**config.mk**
```make
export PLATFORM = sky130hd
export DESIGN_NAME = regfile_sb_flat
export DESIGN_NICKNAME = d
export VERILOG_FILES = /design/src/rtl/regfile_sb_pkg.sv /design/src/rtl/regfile_sb_if.sv /design/src/rtl/regfile_sb_ctl.sv /design/src/rtl/regfile_sb.sv /design/src/flat_wrapper.sv
export SDC_FILE = /design/constraint.sdc
export NUM_CORES = 2
export LEC_CHECK = 0
export BUFFER_PORTS_ARGS = -buffer_cell sky130_fd_sc_hd__buf_2
export CAP_MARGIN = 0
export CORE_ASPECT_RATIO = 1.75
export CORE_MARGIN = 10
export CORE_UTILIZATION = 40
export CTS_CLUSTER_DIAMETER = 80
export DETAILED_ROUTE_END_ITERATION = 10
export GPL_TIMING_DRIVEN = 0
export HOLD_SLACK_MARGIN = 0.08
export PLACE_DENSITY = 0.63
export SETUP_SLACK_MARGIN = 0.5
export SYNTH_ARGS = -nofsm -noshare
export SYNTH_HDL_FRONTEND = slang
export SYNTH_SLANG_ARGS = --single-unit
```
**constraint.sdc**
```tcl
create_clock -name clk_i -period 47.3 [get_ports clk_i]
set_input_delay 4.73 -clock clk_i [delete_from_list [all_inputs] [get_ports clk_i]]
set_output_delay 4.73 -clock clk_i [all_outputs]
set_load 0.02 [all_outputs]
```
**src/rtl/regfile_sb_pkg.sv**
```systemverilog
// rtl/regfile_sb_pkg.sv - shared types and constants for the scoreboarded register file
package regfile_sb_pkg;

    localparam int rvga_num_regs    = 32;
    localparam int pend_cnt_width_d = 2;

    typedef logic [4:0]                  rvga_reg;
    typedef logic [31:0]                 rvga_word;
    typedef logic [pend_cnt_width_d-1:0] rvga_pend_cnt;

    // Largest number of in-flight writers a counter of the given width can track.
    function automatic int unsigned pend_cnt_max(input int unsigned width);
        return (32'd1 << width) - 32'd1;
    endfunction

endpackage

```
**src/rtl/regfile_sb_if.sv**
```systemverilog
// rtl/regfile_sb_if.sv - decode/writeback bus into the scoreboarded register file
interface regfile_sb_if;
    import regfile_sb_pkg::*;

    // decode read side
    rvga_reg  rs1_i;
    logic     rs1_v_i;
    rvga_reg  rs2_i;
    logic     rs2_v_i;
    rvga_word rs1_data_o;
    rvga_word rs2_data_o;

    // decode issue side
    logic     issue_v_i;
    rvga_reg  issue_rd_i;
    logic     issue_rd_w_v_i;
    logic     hazard_v_o;

    // writeback side
    rvga_reg  rd_i;
    rvga_word rd_data_i;
    logic     rd_w_v_i;
    logic     flush_i;

    // status
    logic     underflow_o;

    modport slave (
        input  rs1_i, rs1_v_i, rs2_i, rs2_v_i,
        input  issue_v_i, issue_rd_i, issue_rd_w_v_i,
        input  rd_i, rd_data_i, rd_w_v_i, flush_i,
        output rs1_data_o, rs2_data_o, hazard_v_o, underflow_o
    );

    modport master (
        output rs1_i, rs1_v_i, rs2_i, rs2_v_i,
        output issue_v_i, issue_rd_i, issue_rd_w_v_i,
        output rd_i, rd_data_i, rd_w_v_i, flush_i,
        input  rs1_data_o, rs2_data_o, hazard_v_o, underflow_o
    );

endinterface

```
**src/rtl/regfile_sb_ctl.sv**
```systemverilog
// rtl/regfile_sb_ctl.sv - pending-write counters, hazard detection and underflow flag
module regfile_sb_ctl
    import regfile_sb_pkg::*;
#(
    parameter int pend_cnt_width_p = pend_cnt_width_d
) (
    input  logic    clk_i,
    input  logic    rst_i,
    input  rvga_reg rs1_i,
    input  logic    rs1_v_i,
    input  rvga_reg rs2_i,
    input  logic    rs2_v_i,
    input  logic    issue_v_i,
    input  rvga_reg issue_rd_i,
    input  logic    issue_rd_w_v_i,
    input  rvga_reg rd_i,
    input  logic    rd_w_v_i,
    input  logic    flush_i,
    output logic    hazard_v_o,
    output logic    underflow_o
);

    typedef logic [pend_cnt_width_p-1:0] cnt_t;

    localparam cnt_t cnt_max = cnt_t'(pend_cnt_max(pend_cnt_width_p));

    cnt_t cnt [rvga_num_regs];

    // A writeback to x0 is architecturally a no-op and never touches the scoreboard.
    logic wb_v;
    assign wb_v = rd_w_v_i && (rd_i != '0);

    logic wb_rs1;
    logic wb_rs2;
    logic wb_issue;
    cnt_t floor_rs1;
    cnt_t floor_rs2;
    logic busy_rs1;
    logic busy_rs2;
    logic sat;
    logic hazard;
    logic acc;
    logic underflow_set;
    logic [rvga_num_regs-1:0] inc_vec;
    logic [rvga_num_regs-1:0] dec_vec;

    // Source busy unless the only outstanding writer is retiring now (bypass covers it).
    always_comb begin
        wb_rs1    = wb_v && (rd_i == rs1_i);
        wb_rs2    = wb_v && (rd_i == rs2_i);
        wb_issue  = wb_v && (rd_i == issue_rd_i);
        floor_rs1 = wb_rs1 ? cnt_t'(1) : '0;
        floor_rs2 = wb_rs2 ? cnt_t'(1) : '0;
        busy_rs1  = rs1_v_i && (rs1_i != '0) && (cnt[rs1_i] > floor_rs1);
        busy_rs2  = rs2_v_i && (rs2_i != '0) && (cnt[rs2_i] > floor_rs2);
        // A full counter may still accept a new writer if one retires in the same cycle.
        sat       = issue_v_i && issue_rd_w_v_i && (issue_rd_i != '0) &&
                    (cnt[issue_rd_i] == cnt_max) && !wb_issue;
        hazard    = issue_v_i && (busy_rs1 || busy_rs2 || sat);
        acc       = issue_v_i && !hazard && issue_rd_w_v_i && (issue_rd_i != '0);
        underflow_set = wb_v && (cnt[rd_i] == '0) && !flush_i;
    end

    // Per-register increment/decrement requests; bit 0 stays clear so x0 never counts.
    always_comb begin
        inc_vec = '0;
        dec_vec = '0;
        for (int i = 0; i < rvga_num_regs; i++) begin
            inc_vec[i] = acc && (issue_rd_i == rvga_reg'(i));
            dec_vec[i] = wb_v && (rd_i == rvga_reg'(i)) && (cnt[i] != '0);
        end
    end

    assign hazard_v_o = hazard;

    // Counter array: flush squashes everything, otherwise issue/retire net out per register.
    always_ff @(posedge clk_i or posedge rst_i) begin
        if (rst_i) begin
            for (int i = 0; i < rvga_num_regs; i++) begin
                cnt[i] <= '0;
            end
        end else if (flush_i) begin
            for (int i = 0; i < rvga_num_regs; i++) begin
                cnt[i] <= '0;
            end
        end else begin
            for (int i = 0; i < rvga_num_regs; i++) begin
                case ({inc_vec[i], dec_vec[i]})
                    2'b10:   cnt[i] <= cnt[i] + cnt_t'(1);
                    2'b01:   cnt[i] <= cnt[i] - cnt_t'(1);
                    default: cnt[i] <= cnt[i];
                endcase
            end
        end
    end

    // Sticky error: a writeback with no matching in-flight issue.
    always_ff @(posedge clk_i or posedge rst_i) begin
        if (rst_i) begin
            underflow_o <= 1'b0;
        end else if (underflow_set) begin
            underflow_o <= 1'b1;
        end
    end

endmodule

```
**src/rtl/regfile_sb.sv**
```systemverilog
// rtl/regfile_sb.sv - architectural register file with bypassed reads and write scoreboard
module regfile_sb
    import regfile_sb_pkg::*;
#(
    parameter int pend_cnt_width_p = pend_cnt_width_d
) (
    input  logic         clk_i,
    input  logic         rst_i,
    regfile_sb_if.slave  bus
);

    rvga_word mem [rvga_num_regs];

    logic wr_en;
    assign wr_en = bus.rd_w_v_i && (bus.rd_i != '0);

    // Data array; writeback commits regardless of flush, x0 is never written.
    always_ff @(posedge clk_i or posedge rst_i) begin
        if (rst_i) begin
            for (int i = 0; i < rvga_num_regs; i++) begin
                mem[i] <= '0;
            end
        end else if (wr_en) begin
            mem[bus.rd_i] <= bus.rd_data_i;
        end
    end

    // Read port 1: x0 is hardwired zero, same-cycle writeback data wins over the array.
    always_comb begin
        bus.rs1_data_o = mem[bus.rs1_i];
        if (bus.rs1_i == '0) begin
            bus.rs1_data_o = '0;
        end else if (bus.rd_w_v_i && (bus.rd_i == bus.rs1_i)) begin
            bus.rs1_data_o = bus.rd_data_i;
        end
    end

    // Read port 2: same selection as port 1.
    always_comb begin
        bus.rs2_data_o = mem[bus.rs2_i];
        if (bus.rs2_i == '0) begin
            bus.rs2_data_o = '0;
        end else if (bus.rd_w_v_i && (bus.rd_i == bus.rs2_i)) begin
            bus.rs2_data_o = bus.rd_data_i;
        end
    end

    logic hazard;
    logic underflow;

    regfile_sb_ctl #(
        .pend_cnt_width_p (pend_cnt_width_p)
    ) u_ctl (
        .clk_i          (clk_i),
        .rst_i          (rst_i),
        .rs1_i          (bus.rs1_i),
        .rs1_v_i        (bus.rs1_v_i),
        .rs2_i          (bus.rs2_i),
        .rs2_v_i        (bus.rs2_v_i),
        .issue_v_i      (bus.issue_v_i),
        .issue_rd_i     (bus.issue_rd_i),
        .issue_rd_w_v_i (bus.issue_rd_w_v_i),
        .rd_i           (bus.rd_i),
        .rd_w_v_i       (bus.rd_w_v_i),
        .flush_i        (bus.flush_i),
        .hazard_v_o     (hazard),
        .underflow_o    (underflow)
    );

    assign bus.hazard_v_o  = hazard;
    assign bus.underflow_o = underflow;

endmodule

```
**src/flat_wrapper.sv**
```systemverilog
// flat-port wrapper written by rule: the top's interface ports become plain ports
module regfile_sb_flat import regfile_sb_pkg::*;
#(
    parameter int pend_cnt_width_p = pend_cnt_width_d
)
  (clk_i, rst_i, bus_rs1_i, bus_rs1_v_i, bus_rs2_i, bus_rs2_v_i, bus_issue_v_i, bus_issue_rd_i, bus_issue_rd_w_v_i, bus_rd_i, bus_rd_data_i, bus_rd_w_v_i, bus_flush_i, bus_rs1_data_o, bus_rs2_data_o, bus_hazard_v_o, bus_underflow_o);
  regfile_sb_if bus_i ();
  input  logic clk_i;
  input  logic rst_i;
  input wire logic [$bits(bus_i.rs1_i)-1:0] bus_rs1_i;
  input wire logic [$bits(bus_i.rs1_v_i)-1:0] bus_rs1_v_i;
  input wire logic [$bits(bus_i.rs2_i)-1:0] bus_rs2_i;
  input wire logic [$bits(bus_i.rs2_v_i)-1:0] bus_rs2_v_i;
  input wire logic [$bits(bus_i.issue_v_i)-1:0] bus_issue_v_i;
  input wire logic [$bits(bus_i.issue_rd_i)-1:0] bus_issue_rd_i;
  input wire logic [$bits(bus_i.issue_rd_w_v_i)-1:0] bus_issue_rd_w_v_i;
  input wire logic [$bits(bus_i.rd_i)-1:0] bus_rd_i;
  input wire logic [$bits(bus_i.rd_data_i)-1:0] bus_rd_data_i;
  input wire logic [$bits(bus_i.rd_w_v_i)-1:0] bus_rd_w_v_i;
  input wire logic [$bits(bus_i.flush_i)-1:0] bus_flush_i;
  output wire logic [$bits(bus_i.rs1_data_o)-1:0] bus_rs1_data_o;
  output wire logic [$bits(bus_i.rs2_data_o)-1:0] bus_rs2_data_o;
  output wire logic [$bits(bus_i.hazard_v_o)-1:0] bus_hazard_v_o;
  output wire logic [$bits(bus_i.underflow_o)-1:0] bus_underflow_o;
  assign bus_i.rs1_i = bus_rs1_i;
  assign bus_i.rs1_v_i = bus_rs1_v_i;
  assign bus_i.rs2_i = bus_rs2_i;
  assign bus_i.rs2_v_i = bus_rs2_v_i;
  assign bus_i.issue_v_i = bus_issue_v_i;
  assign bus_i.issue_rd_i = bus_issue_rd_i;
  assign bus_i.issue_rd_w_v_i = bus_issue_rd_w_v_i;
  assign bus_i.rd_i = bus_rd_i;
  assign bus_i.rd_data_i = bus_rd_data_i;
  assign bus_i.rd_w_v_i = bus_rd_w_v_i;
  assign bus_i.flush_i = bus_flush_i;
  assign bus_rs1_data_o = bus_i.rs1_data_o;
  assign bus_rs2_data_o = bus_i.rs2_data_o;
  assign bus_hazard_v_o = bus_i.hazard_v_o;
  assign bus_underflow_o = bus_i.underflow_o;
  regfile_sb #(.pend_cnt_width_p(pend_cnt_width_p)) u_core (.clk_i(clk_i), .rst_i(rst_i), .bus(bus_i));
endmodule
```
==> flow_summary.toml <==
[outcome]
result_of_the_run = "finished, violations left"
failed_checks = "max-capacitance violations, max-slew violations"

[min_path]
worstHoldPathType = "reg2reg"
min-delay-start = "u_core.u_ctl.underflow_o$_DFFE_PP0P_"

[floorplan]
die-area_sq_mm = 0.1685
coreArea_sq_mm = 0.1513
die_h_microns = 535.5
floorplan.initialDensity_pct = 40.14
die-width_microns = 314.6
io_pins = 126
placementRows = 189

[layout]
areaGrowthSynthToFinish_pct = 11.50
mostFrequentLayoutCells = "sky130_fd_sc_hd__dfrtp_1 (1089), sky130_fd_sc_hd__mux2_2 (926), sky130_fd_sc_hd__mux4_2 (664)"
layout.cells.most_common = "sky130_fd_sc_hd__dfrtp_1"
multi_input_area_sq_mm = 0.03151
final_nets = 4503
n_fill_cell = 13670
seq_area_sq_mm = 0.02725
share_of_layout_cells_above_drive_strength_1_pct = 45.21

[clock_tree]
tritoncts.num_buffers = 102
ctsHoldBuffers = 0
root_buffer = "sky130_fd_sc_hd__clkbuf_16"
clock_latency_ns = 0.76
clk_pin_slew_ns = 0.06
tritoncts_clock_tree = "built"
clock_sink_count = 1089
cts_htree_levels = 3
cts_resized = 0
post-cts-setup-buffers = 0
clockBufferDepth = 3

[sta]
final_critical_path_setup_slack_ns = 31.57
finalSetupViolCount = 0
worst_pin_slew_ns = 1.662
final_period_minus_worst_setup_slack_ns = 15.73
fmax_ghz = 0.06358
maxSlewHeadroom_pct = -10.78
timing.final.hold_violations = 0
finalMaxSlewViolations = 99
min_period_over_period_pct = 33.25
finalClockSkew_ns = 0.01995
grt_setup_unrepaired = "false"
hold-worst-slack_ns = 0.4677

[yosys]
synth_cell_type_count = 58
syn-mean-instance-area_sq_um = 14.46
share_of_synthesized_area_spent_on_multiplexers_pct = 43.60
number_of_synthesized_register_bits = 1089
synth_async_sr_flop_share_pct = 100.0
post_synth_inst_count = 4201
synth_sequential_area_ratio_pct = 44.86
dominant_combinational_cell_family_by_area_after_synthesis = "multiplexers"
synth.cell_area_sq_mm = 0.06075
yosys_warnings = 0
synth_edf_count = 0
synth-compound-area-share_pct = 3.458
yosys.area_share.adder_pct = 0.04119
synth_simple_gate_area_share_pct = 4.513
synth_xor_area_share_pct = 0.2163
synth.net_count = 4263
ys_dominant_reg_cell = "sky130_fd_sc_hd__dfrtp_1"

[route]
met3_wirelength_microns = 27260
vias_per_cell = 6.839
drt-pass1-iter-count = 8
drc = 0
post_route_ant_nets = 0
maxUsedRoutingLayer = "met5"
drt-met1-wl_microns = 85520
total_length_of_routed_wires_microns = 262900
via_count = 44654
wl_met2_microns = 120600
drt-initial-drc-count = 6100
routed_wire_length_per_instance_microns = 40.26

[global_route]
grt_antenna_before_repair = 27
vias_in_the_first_global_route = 45804
globalRouteOverflowTotal = 0
global_route.usage.total_pct = 30.86
grt_first_pass_wirelength_microns = 361300
grt_max_degree = 131

[power_and_ir_drop]
pwr_density_cell_mw_per_mm2 = 40.51
leakagePower_nw = 28.40
report.power.total_mw = 2.744
power.ir.vdd_worst_mv = 0.03344

[setup_path]
timing.critical_path.from_type = "primary input"
endpoint_required_time_on_the_critical_path_ns = 42.57
launching_point_of_the_worst_reg2reg_path = "u_core.u_ctl.cnt[32]$_DFFE_PP0P_"
critical_path_capture_point_type = "primary output"
crit_arrival_ns = 11.00
startpoint = "bus_rs1_i[0]"
timing.setup.critical_path_class = "in2out"
cp_max_fo = 10

[run]
max_cap_violations = 10

[place]
portBuffers = 118
post-dp-hpwl_microns = 184000
pre_cts_ws_ns = 32.03
routabilityCongestion = 0.9890
==> synth_stat cells, types with 17 or more instances <==
master | n | area share (%)
sky130_fd_sc_hd__mux2_2 | 926 | 17
sky130_fd_sc_hd__nand3_1 | 20 | 0.16
sky130_fd_sc_hd__a21oi_1 | 55 | 0.45
sky130_fd_sc_hd__a31oi_1 | 30 | 0.31
sky130_fd_sc_hd__dfrtp_1 | 1089 | 45
sky130_fd_sc_hd__o31ai_1 | 20 | 0.25
sky130_fd_sc_hd__nor2b_1 | 39 | 0.40
sky130_fd_sc_hd__o2111ai_1 | 17 | 0.25
sky130_fd_sc_hd__buf_1 | 40 | 0.25
sky130_fd_sc_hd__and4_1 | 19 | 0.27
sky130_fd_sc_hd__buf_2 | 109 | 0.90
sky130_fd_sc_hd__a211oi_1 | 96 | 1.2
sky130_fd_sc_hd__mux4_2 | 664 | 25
sky130_fd_sc_hd__nand2_1 | 259 | 1.6
sky130_fd_sc_hd__mux2i_1 | 107 | 1.8
sky130_fd_sc_hd__o21bai_1 | 19 | 0.23
sky130_fd_sc_hd__clkbuf_1 | 309 | 1.9
sky130_fd_sc_hd__o21ai_0 | 34 | 0.28
sky130_fd_sc_hd__nor2_1 | 151 | 0.93
sky130_fd_sc_hd__nand4_1 | 18 | 0.19
sky130_fd_sc_hd__nor3_1 | 37 | 0.30
==> logic make-up after synthesis <==
kind of cell               Yosys count
muxes                             1700
DFF                               1089
and+or+nand+nor                    601
buffers and inverters              486
AOI/OAI and AO/OA                  308
xor gates and xnor gates            15
adders and majority gates            2
==> layout make-up <==
| type | count | share of cell area, % |
|---|---|---|
| multi-input cells | 2626 | 46.53 |
| flip-flops and latches | 1089 | 40.23 |
| clock buffers | 145 | 4.352 |
| well taps | 2005 | 3.704 |
| plain buffers | 470 | 2.924 |
| repair buffers | 136 | 1.437 |
| clock inverters | 37 | 0.7001 |
| inverters | 16 | 0.09976 |
| diodes | 5 | 0.01847 |
==> metrics by stage <==
stage,instances,TNS [ns],cell area [sq um],utilization (%)
detailed placement,6334,0,64150,42.39
global placement,6324,-330.75,63850,42.19
global route,6525,0,67720,44.75
CTS,6516,0,67580,44.65
floorplan,4201,0,60750,-
finish,6529,0,67730,44.75
==> flip-flops by register name, summed over array words and instances, names as in the netlist <==
| register | flops |
|---|---|
| u_core.u_ctl.underflow_o | 1 |
| u_core.mem | 1024 |
| u_core.u_ctl.cnt | 64 |
==> per-layer routing <==
| metal | global-route usage, % | up-vias |
|---|---|---|
| li1 | - | 16656 |
| met1 | 33.52 | 23595 |
| met2 | 48.22 | 3185 |
| met3 | 9.685 | 1192 |
| met4 | 27.44 | 26 |
| met5 | 0 | - |
==> critical path: stages <==
cell and delay [ns]:
sky130_fd_sc_hd__buf_2 0.17, sky130_fd_sc_hd__buf_2 0.34, sky130_fd_sc_hd__buf_2 0.55, sky130_fd_sc_hd__buf_2 0.82, sky130_fd_sc_hd__xor2_1 0.20, sky130_fd_sc_hd__nor4_1 0.08, sky130_fd_sc_hd__nand3_1 0.10, sky130_fd_sc_hd__buf_2 0.56
sky130_fd_sc_hd__buf_1 0.93, sky130_fd_sc_hd__nor2_1 0.11, sky130_fd_sc_hd__ha_1 0.36, sky130_fd_sc_hd__nor2_1 0.07, sky130_fd_sc_hd__a311oi_1 0.24, sky130_fd_sc_hd__o2111a_1 0.22, sky130_fd_sc_hd__a311o_1 0.13, sky130_fd_sc_hd__o21a_1 0.39
sky130_fd_sc_hd__buf_2 0.29, sky130_fd_sc_hd__buf_2 0.36, sky130_fd_sc_hd__a21boi_1 0.11, sky130_fd_sc_hd__buf_2 0.17
==> final timing paths <==
path | end | slack (ns) | cells past startpoint
max | bus_hazard_v_o | 31.57 | 20
min | u_core.u_ctl.underflow_o$_DFFE_PP0P_ | 0.47 | 2
max reg2reg | u_core.u_ctl.cnt[52]$_DFFE_PP0P_ | 42.93 | 13
min reg2reg | u_core.u_ctl.underflow_o$_DFFE_PP0P_ | 0.47 | 2
max in group asynchronous | u_core.u_ctl.cnt[20]$_DFFE_PP0P_ | 40.40 | 6
min in group asynchronous | u_core.mem[621]$_DFFE_PP0P_ | 4.00 | 2
==> report_power, final <==
| part | total, mW | internal (mW) | switching [mW] | leakage (nW) |
|---|---|---|---|---|
| clock network | 0.885 | 0.488 | 0.396 | 1.69 |
| registers | 1.22 | 1.10 | 0.126 | 14.0 |
| logic | 0.636 | 0.344 | 0.292 | 12.7 |
Power figures use the tool's default switching activity.
